**src/rtl/port_stats_meter.sv**
```systemverilog
// Per-interval port statistics: frames, bytes and peak latency accumulated over
// CLK_FREQ cycles, snapshotted to the outputs with a one-cycle update pulse.
module port_stats_meter #(
  parameter int unsigned CLK_FREQ = 156250000
) (
  input  logic        clk,
  input  logic        rst_n,
  input  logic        enable,
  input  logic        frame_end,
  input  logic [15:0] frame_len,
  input  logic        lat_valid,
  input  logic [23:0] lat_value,
  output logic [31:0] pps,
  output logic [31:0] throughput,
  output logic [23:0] latency,
  output logic        update
);

  localparam logic [31:0] TICK_VAL = 32'(CLK_FREQ - 1);

  logic [31:0] timer_r;
  logic [31:0] frm_acc_r;
  logic [31:0] byte_acc_r;
  logic [23:0] lat_max_r;

  logic        tick_s;
  logic [31:0] frm_nxt_s;
  logic [31:0] byte_nxt_s;
  logic [23:0] lat_nxt_s;

  // Once an accumulator hits all-ones it stays there until the snapshot clears it.
  function automatic logic [31:0] sat_add(input logic [31:0] a, input logic [31:0] b);
    logic [32:0] sum;
    sum = {1'b0, a} + {1'b0, b};
    return sum[32] ? 32'hFFFF_FFFF : sum[31:0];
  endfunction

  // Accumulator values including this cycle's strobes; shared by tick and non-tick paths.
  always_comb begin
    tick_s = (timer_r == TICK_VAL);
    if (frame_end) begin
      frm_nxt_s  = sat_add(frm_acc_r, 32'd1);
      byte_nxt_s = sat_add(byte_acc_r, {16'h0000, frame_len});
    end else begin
      frm_nxt_s  = frm_acc_r;
      byte_nxt_s = byte_acc_r;
    end
    if (lat_valid && (lat_value > lat_max_r)) begin
      lat_nxt_s = lat_value;
    end else begin
      lat_nxt_s = lat_max_r;
    end
  end

  // Interval timer, accumulators and output snapshot.
  always_ff @(posedge clk) begin
    if (!rst_n) begin
      timer_r    <= 32'd0;
      frm_acc_r  <= 32'd0;
      byte_acc_r <= 32'd0;
      lat_max_r  <= 24'd0;
      pps        <= 32'd0;
      throughput <= 32'd0;
      latency    <= 24'd0;
      update     <= 1'b0;
    end else if (!enable) begin
      // Disabled: partial interval is dropped, last snapshot is kept.
      timer_r    <= 32'd0;
      frm_acc_r  <= 32'd0;
      byte_acc_r <= 32'd0;
      lat_max_r  <= 24'd0;
      update     <= 1'b0;
    end else if (tick_s) begin
      timer_r    <= 32'd0;
      pps        <= frm_nxt_s;
      throughput <= byte_nxt_s;
      latency    <= lat_nxt_s;
      frm_acc_r  <= 32'd0;
      byte_acc_r <= 32'd0;
      lat_max_r  <= 24'd0;
      update     <= 1'b1;
    end else begin
      timer_r    <= timer_r + 32'd1;
      frm_acc_r  <= frm_nxt_s;
      byte_acc_r <= byte_nxt_s;
      lat_max_r  <= lat_nxt_s;
      update     <= 1'b0;
    end
  end

endmodule

```
**config.mk**
```make
export PLATFORM = sky130hd
export DESIGN_NAME = port_stats_meter
export DESIGN_NICKNAME = d
export VERILOG_FILES = /design/src/rtl/port_stats_meter.sv
export SDC_FILE = /design/constraint.sdc
export NUM_CORES = 1
export LEC_CHECK = 0
export CAP_MARGIN = 40
export CORE_ASPECT_RATIO = 0.8
export CORE_MARGIN = 2
export CORE_UTILIZATION = 60
export CTS_BUF_LIST = sky130_fd_sc_hd__clkbuf_4 sky130_fd_sc_hd__clkbuf_8
export CTS_CLUSTER_DIAMETER = 30
export DETAILED_ROUTE_END_ITERATION = 8
export DONT_BUFFER_PORTS = 1
export PLACE_DENSITY = 0.88
export SLEW_MARGIN = 5
export SYNTH_ARGS = -nofsm -noshare
export SYNTH_HDL_FRONTEND = slang
export SYNTH_SLANG_ARGS = --single-unit
```
**constraint.sdc**
```tcl
create_clock -name clk -period 2.6 [get_ports clk]
set_input_delay 0.26 -clock clk [delete_from_list [all_inputs] [get_ports clk]]
set_output_delay 0.26 -clock clk [all_outputs]
set_load 0.05 [all_outputs]
```
==> results by group <==
Synthesis
  – Post-synthesis async set-or-reset flop share: 0
  – Ys flop type: dfxtp_1
  – Flops & latches, synth: about 210
  – Mapped Cells: 1105
  – Netlist cell types: 64
  – Yosys top cell area share: 0.4334
  – Syn avg cell area: between 8 and 9 um2
  – Synth area leaders: dfxtp_1 (43%), nor2_1 (7.4%), ha_1 (5.4%)
  – Synth Warn #: 0
  – Seq/Total Area, Yosys: 0.4334
  – Post-synth EDFFs: 0
  – Syn Std Cell Area: 9653 um2
  – Cell taking the most area after synthesis: dfxtp_1
  – Syn_nets: 1193

STA
  – Worst-Margin Slew: 0.7665 ns
  – Relative slew slack: 0.4873
  – Crit path time final: around 2.8 ns
  – RSZ-0062 raised after global routing: yes
  – Worst Slack Setup Final: -0.1559 ns
  – TNS Setup: -3.754 ns
  – Slew Limit Fails: 0
  – Final worst-path cycle share: 1.060
  – Final setup viols: 78
  – F_max: 0.3629 GHz
  – Final Hold Viols: 0
  – Worst Clk Skew: 0.02012 ns

Die
  – Die height: 117.5 um
  – I/O pins: around 130
  – Die Width: 145.8 um
  – Die area: ~17000 um2
  – # rows: 41
  – Core area: 15750 um2
  – Initial core utilization: 0.6129

Global route
  – First-pass GRT wire length: ~42000 um
  – Tot GR Track Use: 0.2946
  – Initial antenna violation count: 0
  – Largest net degree at the start of global routing: 55
  – Vias in the first global route: 8591
  – Grt ovf: 0

Power and ir drop
  – Sequential power share: 0.444
  – Clock network fraction of total power: 0.455
  – Net Sw Power: 1.868 mW
  – Int Power: 5.477 mW
  – Pwr per Cell Area: 599.1 nW/um2
  – Net Sw Frac: 0.2543
  – Comb pwr share: 0.101
  – Static leakage: 4.393 nW
  – Max VDD drop: 0.5004 mV

Job
  – Max cap viols: 0

Clock tree
  – CTS buffer count: 37
  – Clock sink count: around 210
  – TritonCTS clock tree: built
  – Clock Root Buffer: clkbuf_8
  – H-tree depth: 2
  – Clk Latency, worst-skew pair: 0.52 ns
  – Clk slew on worst S/H paths: approximately 0.070 ns
  – Max Root-Sink Buffers: 3

Worst setup path
  – Flop2flop setup slack: -0.16 ns
  – WP data arrival: 3.16 ns
  – Critical path class: reg2reg
  – Critical path origin: byte_acc_r[0]
  – CP endpoint: throughput[9]
  – Crit. End Element: register
  – Worst endpoint required time: 3.00 ns
  – Setup crit start kind: register
  – Critical Path Fanout Max: 6
  – R2R Path Start: byte_acc_r[0]
  – Reg2reg end: throughput[9]
  – R2r worst-path depth: 11

Detailed routing
  – Initial DRT Pass Iterations: 5
  – WL final: about 30000 um
  – Avg WL per Cell: 20.30 um
  – Via density: 6.166
  – DRT antenna net count: 0
  – Drt drc: 0
  – Vias: 8854
  – DR iter-0 viols: 843

Place
  – PortBufs: 0
  – Global placement routability congestion: about 0.9
  – Pre-CTS setup slack: -0.2195 ns
  – Post-DP HPWL: approximately 17000 um

Final layout
  – Fraction of layout cells with a size suffix above 1: 0.2424
  – Most frequent cells in the layout: dfxtp_1 (194), nor2_1 (184), o21ai_0 (59)
  – Final #Nets: ~1300
  – Diodes inserted: 0
  – Commonest non-fill, non-tap cell in the layout: dfxtp_1
  – Fill count: 984
  – Area Growth Syn to Fin: 27.01%

Outcome
  – Status: finished with violations
  – Failing checks: negative setup slack

Min path
  – Hold Crit Start: frame_end
  – Hold Crit Class: in2reg
repair_timing:
item,CTS,global route
gates resized for setup,24,128
gates cloned,1,2
endpoints found under the setup margin,84,110
setup buffers,5,15
hold endpoints to repair,91,1
pin swaps,13,77
hold buffers,27,1
metrics by stage:
stage / utilization / hold WS (ns) / instances / total power, mW / instance area (um2)
2_1_floorplan: - / 0.4059 / 1105 / 3.670 / 9659
3_3_place_gp: 0.6453 / 0.3940 / 1317 / 3.757 / 10160
3_5_place_dp: 0.6453 / 0.3969 / 1317 / 3.773 / 10160
4_1_cts: 0.7260 / 0.005689 / 1418 / 7.126 / 11430
5_1_grt: 0.7785 / 0.03506 / 1436 / 7.567 / 12260
6_report: 0.7785 / 0.01185 / 1436 / 7.345 / 12260
kinds of logic (layout without fill, tap and decap cells):
group / count (synthesis) / after routing / synth area share
mux: 31 / 31 / 0.03215
fa+ha+maj: 43 / 43 / 0.05651
compound gates: 246 / 247 / 0.1702
simple gates: 411 / 411 / 0.2003
xor+xnor: 71 / 71 / 0.06442
buf+inv: 94 / 209 / 0.04303
flops: 209 / 209 / 0.4334
area by class of cell:
cell class	count	area, um2	area share
clock buffer	47	615.6	0.05021
clock inverter	21	205.2	0.01674
inverter	39	146.4	0.01194
multi-input combinational	803	5812	0.4740
sequential	209	4205	0.3430
tap	215	269.0	0.02194
timing repair buffer	102	1007	0.08215
power by group through the flow:
stage / Clock, mW / Sequential, mW / Combinational, mW
2_1_floorplan: 0 / 3.31 / 0.358
3_3_place_gp: 0 / 3.32 / 0.441
3_5_place_dp: 0 / 3.32 / 0.456
4_1_cts: 3.33 / 3.25 / 0.544
5_1_grt: 3.52 / 3.26 / 0.788
6_report: 3.34 / 3.26 / 0.742
how the worst min path moves through the flow:
stage / endpoint / slack (ns) / cells past startpoint
after global routing: byte_acc_r[15] / 0.04 / 3
final: throughput[1] / 0.01 / 2
after CTS: throughput[0] / 0.006 / 2
after global placement: pps[20] / 0.39 / 1
after floorplan: update / 0.41 / 1
after detailed placement: pps[20] / 0.40 / 1
Yosys cell counts (7+ instances only):
cell / count
dfxtp_1: 209
nor2_1: 191
o21ai_0: 64
a21oi_1: 63
nand2_1: 56
nand3_1: 54
ha_1: 42
xor2_1: 41
inv_1: 38
clkbuf_1: 31
mux2i_1: 31
xnor2_1: 30
nand4_1: 29
a211oi_1: 24
a21oi_2: 21
and3_1: 17
buf_2: 17
nor3_1: 14
a21o_1: 11
and4_1: 9
o21ai_1: 9
o22ai_1: 9
o211ai_1: 7
registers in the layout, summed over array words and instances, names as in the netlist:
name and flops:
byte_acc_r 32, frm_acc_r 32, lat_max_r 24, latency 24
pps 32, throughput 32, timer_r 32, update 1
worst max-delay path, stage by stage, from the launching register on:
cell	delay (ns)
dfxtp_2	0.34
ha_4	0.16
fa_2	0.35
a21o_1	0.20
a311oi_2	0.35
nor3_2	0.11
o21a_4	0.25
o21ai_4	0.25
o31ai_4	0.16
buf_6	0.18
o22ai_4	0.18
o21ai_1	0.11
layer usage:
layer  routed length [um]  global-route usage  vias up
met3                 2637             0.08643      116
met5                    0                   0        -
met4                 1385              0.1305        0
li1                     -                   -     4078
met2                13900              0.4844      429
met1                11230              0.3591     4231
No activity file was read; power rests on OpenSTA's default activity.
